<file path="src/rtl/rv_multicycle_ctrl.sv">
// Multi-cycle RISC-V control FSM (fetch/decode/exec/mem/wb) with retire counter and sticky illegal-opcode trap.
// Memory waits stall in FETCH/MEM_RD/MEM_WR on mem_ready; define RV_CTRL_ADDI_EN to add the EXEC_I (ADDI) path.
module rv_multicycle_ctrl #(
  parameter int RETIRE_W = 32
) (
  input  logic                clk,
  input  logic                rst,
  input  logic [6:0]          opcode,
  input  logic                zero,
  input  logic                mem_ready,
  output logic                mem_req,
  output logic                mem_we,
  output logic                ir_write,
  output logic                pc_write,
  output logic                pc_src,
  output logic                alusrc_a,
  output logic [1:0]          alusrc_b,
  output logic [1:0]          aluop,
  output logic                reg_write,
  output logic                memtoreg,
  output logic                trap,
  output logic [3:0]          state_o,
  output logic [RETIRE_W-1:0] retired
);

  localparam logic [3:0] S_FETCH    = 4'd0;
  localparam logic [3:0] S_DECODE   = 4'd1;
  localparam logic [3:0] S_MEM_ADDR = 4'd2;
  localparam logic [3:0] S_MEM_RD   = 4'd3;
  localparam logic [3:0] S_MEM_WR   = 4'd4;
  localparam logic [3:0] S_WB_MEM   = 4'd5;
  localparam logic [3:0] S_EXEC_R   = 4'd6;
  localparam logic [3:0] S_WB_ALU   = 4'd7;
  localparam logic [3:0] S_BRANCH   = 4'd8;
  localparam logic [3:0] S_TRAP     = 4'd9;
`ifdef RV_CTRL_ADDI_EN
  localparam logic [3:0] S_EXEC_I   = 4'd10;
`endif

  localparam logic [6:0] OP_LOAD   = 7'b0000011;
  localparam logic [6:0] OP_STORE  = 7'b0100011;
  localparam logic [6:0] OP_RTYPE  = 7'b0110011;
  localparam logic [6:0] OP_BRANCH = 7'b1100011;
`ifdef RV_CTRL_ADDI_EN
  localparam logic [6:0] OP_IMM    = 7'b0010011;
`endif

  logic [3:0]          state_q, state_d;
  logic [RETIRE_W-1:0] retired_q, retired_d;
  logic                retire;

  always_comb begin
    state_d = state_q;
    retire  = 1'b0;
    case (state_q)
      S_FETCH: if (mem_ready) state_d = S_DECODE;
      S_DECODE: begin
        case (opcode)
          OP_LOAD, OP_STORE: state_d = S_MEM_ADDR;
          OP_RTYPE:          state_d = S_EXEC_R;
          OP_BRANCH:         state_d = S_BRANCH;
`ifdef RV_CTRL_ADDI_EN
          OP_IMM:            state_d = S_EXEC_I;
`endif
          default:           state_d = S_TRAP;
        endcase
      end
      // The IR still holds the load/store opcode here.
      S_MEM_ADDR: state_d = (opcode == OP_STORE) ? S_MEM_WR : S_MEM_RD;
      S_MEM_RD: if (mem_ready) state_d = S_WB_MEM;
      S_MEM_WR: begin
        if (mem_ready) begin
          state_d = S_FETCH;
          retire  = 1'b1;
        end
      end
      S_WB_MEM: begin
        state_d = S_FETCH;
        retire  = 1'b1;
      end
      S_EXEC_R: state_d = S_WB_ALU;
`ifdef RV_CTRL_ADDI_EN
      S_EXEC_I: state_d = S_WB_ALU;
`endif
      S_WB_ALU: begin
        state_d = S_FETCH;
        retire  = 1'b1;
      end
      S_BRANCH: begin
        state_d = S_FETCH;
        retire  = 1'b1;
      end
      S_TRAP:  state_d = S_TRAP;
      default: state_d = S_FETCH;
    endcase
  end

  assign retired_d = retire ? retired_q + RETIRE_W'(1) : retired_q;

  always_ff @(posedge clk) begin
    if (rst) begin
      state_q   <= S_FETCH;
      retired_q <= '0;
    end else begin
      state_q   <= state_d;
      retired_q <= retired_d;
    end
  end

  always_comb begin
    mem_req   = 1'b0;
    mem_we    = 1'b0;
    ir_write  = 1'b0;
    pc_write  = 1'b0;
    pc_src    = 1'b0;
    alusrc_a  = 1'b0;
    alusrc_b  = 2'b00;
    aluop     = 2'b00;
    reg_write = 1'b0;
    memtoreg  = 1'b0;
    trap      = 1'b0;
    case (state_q)
      S_FETCH: begin
        mem_req  = 1'b1;
        alusrc_b = 2'b01;
        ir_write = mem_ready;
        pc_write = mem_ready;
      end
      // Branch target computed here and latched into ALUOut.
      S_DECODE: alusrc_b = 2'b10;
      S_MEM_ADDR: begin
        alusrc_a = 1'b1;
        alusrc_b = 2'b10;
      end
      S_MEM_RD: mem_req = 1'b1;
      S_MEM_WR: begin
        mem_req = 1'b1;
        mem_we  = 1'b1;
      end
      S_WB_MEM: begin
        reg_write = 1'b1;
        memtoreg  = 1'b1;
      end
      S_EXEC_R: begin
        alusrc_a = 1'b1;
        aluop    = 2'b10;
      end
`ifdef RV_CTRL_ADDI_EN
      S_EXEC_I: begin
        alusrc_a = 1'b1;
        alusrc_b = 2'b10;
      end
`endif
      S_WB_ALU: reg_write = 1'b1;
      S_BRANCH: begin
        alusrc_a = 1'b1;
        aluop    = 2'b01;
        pc_src   = 1'b1;
        pc_write = zero;
      end
      S_TRAP:  trap = 1'b1;
      default: ;
    endcase
    if (rst) begin
      mem_req   = 1'b0;
      mem_we    = 1'b0;
      ir_write  = 1'b0;
      pc_write  = 1'b0;
      reg_write = 1'b0;
    end
  end

  assign state_o = state_q;
  assign retired = retired_q;

endmodule

</file>
<file path="config.mk">
export PLATFORM = sky130hd
export DESIGN_NAME = rv_multicycle_ctrl
export DESIGN_NICKNAME = d
export VERILOG_FILES = /design/src/rtl/rv_multicycle_ctrl.sv
export SDC_FILE = /design/constraint.sdc
export NUM_CORES = 1
export LEC_CHECK = 0
export ABC_CLOCK_PERIOD_IN_PS = 3900
export CAP_MARGIN = 30
export CORE_ASPECT_RATIO = 0.75
export CORE_MARGIN = 4
export CORE_UTILIZATION = 25
export CTS_BUF_LIST = sky130_fd_sc_hd__clkbuf_16
export DETAILED_ROUTE_END_ITERATION = 8
export PLACE_DENSITY = 0.53
export SETUP_SLACK_MARGIN = 0.1
export SLEW_MARGIN = 20
export SYNTH_ARGS = -nofsm -noshare
export SYNTH_HDL_FRONTEND = slang
export SYNTH_SLANG_ARGS = --single-unit
</file>
<file path="constraint.sdc">
create_clock -name clk -period 3.9 [get_ports clk]
set_input_delay 0.585 -clock clk [delete_from_list [all_inputs] [get_ports clk]]
set_output_delay 0.585 -clock clk [all_outputs]
set_load 0.05 [all_outputs]
</file>
# == Word level (Yosys, flattened, before mapping) ==
# Index checks and enable logic that the tools add are counted.
# op_classes
n_eq_ne,16
n_mux,24
reduce_logical,8
addsub,1
# op_table
cell,count
"adder 32 x 1 -> 32 bit, second input constant",1
case mux 4 bit (7 select lines),1
"== test 4 x 3 -> 1 bit, second input constant",4
"== test 7 x 6 -> 1 bit, second input constant",2
2-to-1 mux 1 bit,14
2-to-1 mux 4 bit,3
case mux 4 bit (3 select lines),1
OR reduction 3 bit,3
"== test 4 x 2 -> 1 bit, second input constant",2
"== test 4 bit, second input constant",2
case mux 2 bit (2 select lines),2
"== test 7 x 2 -> 1 bit, second input constant",1
"== test 7 bit, second input constant",1
"inequality test 2 bit, second input constant",3
OR reduction 2 bit,3
"== test 4 x 1 -> 1 bit, second input constant",1
zero test 4 bit,1
case mux 1 bit (2 select lines),2
2-to-1 mux 3 bit,1
AND reduction 3 bit,1
# totals
register_bits,36
output_inout_bits,49
word_cells,51
inputBits,11

# == Logic depth before layout (Yosys ltp) ==
# depth
word_depth,4
mapped_depth,7
ltp_nobuf,5

# == Least setup slack after synthesis ==
# OpenSTA, ideal clock, no wires.
# synth_timing
kind,register -> output
from,reg state_q[2] (netlist: state_o[2])
to,out mem_req
stages_incl_launch_ff,4
required_time_ns,3.315
t_arrival_ns,3.496
path_buffers,1
path_slack_ns,-0.181
path_cell_list,dfxtp_1 clkbuf_1 nand2b_1 a2111oi_0
# synth_between
elab_chain_len,4
word_cells_on_any_way,6
classes_between,2 x eq/ne; 2 x mux; 2 x reduce/logical
# synth_lines
item,line_no,text
"start, declared",48,"logic [3:0] state_q, state_d;"
"start signal, assigned",105,state_q <= state_d;
"== test 4 x 3 -> 1 bit, or another cell as far along",122,case (state_q)
OR reduction 3 bit (no source line) *,-,
2-to-1 mux 1 bit *,122,
2-to-1 mux 1 bit *,164,if (rst) begin
"end, declared",11,"output logic mem_req,"
# Every way passes the cells marked *; elsewhere a longest branch is shown, timed or not.

# == Worst setup path after layout ==
# layout_timing
from,reg state_q[3] (netlist: state_o[3])
to,out aluop[0]
# layout_between
elab_chain_len,2
word_cells_on_any_way,3
classes_between,2 x eq/ne; 1 x mux
# layout_lines
item,line_no,text
== test 4 bit / == test 4 x 3 -> 1 bit (equally long branches),122,
case mux 2 bit (2 select lines) *,122,
"end, declared",18,"output logic [1:0] aluop,"
# Marked as above.

==> run metrics <==
ys flop type dfxtp_1; Fillers between 800 and 900; GPL Wtd Cong 0.780; Critical Path Slowest Stage Cell clkdlybuf4s50_1; Worst Path Required roughly 3300 ps; # clock sinks 36; Async S/R FF share, synth 0; clk_lat worst skew 280 ps; TritonCTS Buffers 5; Setup CP Type reg2out; Mapped Area around 2200 um^2; #FFs+latches synth 36; P_leak between 0.9 and 1 nW; share of layout cells above drive strength 1 0.111; final non-filler cell total 424; met3 WL post-DR 343 um; Mapped Cells approximately 260; Post-CTS Setup Bufs 0; drt total wl roughly 6000 um; Max Transition Viols Final 0; CP endpoint kind output port; final setup fails 0; worst vdd ir roughly 0.00014 V; crit-path max FO 26; syn_area_per_cell ~8.3 um^2; Die ar. 10300 um^2; commonest non-fill, non-tap cell in the layout clkdlybuf4s50_1; DRT iter0 DRCs about 130; Critical Path, Cell by Cell nand2b_4 > or3_1 > buf_4 > inv_1 > clkdlybuf4s50_1; RSZ-0062 raised after global routing no; Post-synth EDFFs 0; Final Hold Fails 0; Hold-fix buffers, CTS 0; pwr/cell area between 200 and 300 nW/um^2; WP data arrival between 2000 and 3000 ps; relative max-transition margin 0.366; max layer used met4; most frequent cells in the layout 55 x clkdlybuf4s50_1, 36 x dfxtp_1, 34 x nor2_1, 22 x nand2_1, 22 x xnor2_1; starting density of the core 0.257; vias in the first global route roughly 1900; worst hold-check path type reg2reg; CTS tree yes; # port buffers 59; Critical Path Start Type flop; area occupied by multi-input gates 1350 um^2; clock root cell clkbuf_16; post-route cell area 3010 um^2; Worst-path clk slew about 50 ps; Chip Height between 80 and 90 um; max-cap violation count 0; Routed WL per cell between 10 and 15 um; initial antenna violation count 0; fmax between 300 and 400 MHz; nets@finish 328; Slew @ Worst Pin roughly 950 ps; met2 WL post-DR roughly 2500 um; total track usage 0.115; Site Rows 29; hold_ws between 400 and 500 ps; HPWL Detailed 4410 um; largest net degree at the start of global routing 43; total gr overflow 0; status finished clean; post-route ant nets 0; Layout area overhead 37.7%; Die W 116 um; CTS Buffer Depth 2; vias per std cell 4.92; Post-Syn Nets 276; synth unique cells 44; # IOs 60; register area slightly above 700 um^2; htree depth 2; first-pass GRT wire length approximately 9400 um; n_diodes 0; Detailed Routing Iterations Pass 1 4; Placed Instances approximately 420; DRC 0; Final Critical Period roughly 3100 ps; Final Core Density 0.354; routed via count between 2000 and 2500; Cell Area, Placed approximately 2900 um^2; Syn. warnings 0; post-CTS sizing 0; total negative setup slack 0 ps; Metal-1 WL roughly 3000 um; Final period util 0.799; sequential area share after synthesis 0.330; Core ar. between 8000 and 9000 um^2; Layout Skew approximately 4.5 ps; Critical Path Max Stage Delay roughly 800 ps
[cell type report]
class,count,share of cell area
multi-input cells,200,0.449
flip-flops and latches,36,0.240
repair buffers,62,0.209
well taps,108,0.0449
clock buffers,5,0.0416
inverters,11,0.0137
clock inverters,2,0.00249
[kinds of logic after synthesis]
logic type / Yosys count / share of synthesized area
fa+ha+maj: 1 / 0.00572
simple gates: 121 / 0.289
buf+inv: 28 / 0.0555
mux: 4 / 0.0206
xor+xnor: 22 / 0.0881
flops: 36 / 0.330
compound gates: 52 / 0.211
[sequential cells by signal, summed over array words and instances, names as in the netlist]
signal,cells
state_o,4
retired,32
[critical path, delay by kind of cell, from the launching register on]
kind | cells | cell delay [ps]
buffers and inverters | 3 | 1160
DFF | 1 | 660
and+or+nand+nor | 2 | 440
[where the power goes]
part           total (mW)  switching [mW]  internal (mW)  leakage (nW)
combinational       0.131          0.0821         0.0487         0.552
sequential          0.382          0.0112          0.371         0.290
clock               0.372           0.144          0.228        0.0648
total               0.885           0.237          0.648         0.907
[synth_stat cells (2+ instances only)]
master | count | area share
and3_1 | 6 | 0.017
a21boi_0 | 2 | 0.0069
nand3_1 | 8 | 0.018
mux2_2 | 4 | 0.021
nor3_1 | 6 | 0.014
dfxtp_1 | 36 | 0.33
clkbuf_1 | 14 | 0.024
xnor2_1 | 22 | 0.088
a2111oi_0 | 4 | 0.016
nand2b_1 | 6 | 0.017
inv_1 | 11 | 0.019
a31o_2 | 4 | 0.016
nor2b_1 | 9 | 0.026
a2111oi_4 | 2 | 0.025
o22ai_1 | 2 | 0.0057
buf_6 | 2 | 0.010
nor4_1 | 2 | 0.0057
o21ai_0 | 5 | 0.011
nor2_1 | 34 | 0.058
a2111oi_2 | 6 | 0.041
nand2_1 | 22 | 0.038
a211oi_1 | 7 | 0.024
nand4_1 | 14 | 0.040
a21oi_1 | 14 | 0.032
and4_1 | 3 | 0.012
[layer usage]
metal  track usage  up-vias
met4        0.0348        0
met3        0.0304        7
met2         0.167       43
met5             0        -
met1         0.165      983
li1              -     1054
[per-stage QoR]
| stage | power [mW] | worst slack (ps) |
|---|---|---|
| 2_1_floorplan | 0.475 | 468 |
| 3_3_place_gp | 0.522 | 982 |
| 3_5_place_dp | 0.522 | 942 |
| 4_1_cts | 0.899 | 759 |
| 5_1_grt | 0.922 | 644 |
| 6_report | 0.885 | 785 |
[path summary, 6_finish.rpt]
kind	startpoint	to	slack (ps)	cells past startpoint
max	state_o[3]	aluop[0]	790	5
min	retired[1]	retired[1]	500	2
max reg2reg	state_o[1]	retired[19]	1380	6
min reg2reg	retired[1]	retired[1]	500	2
Note: power is estimated with default switching activity, not from simulation.
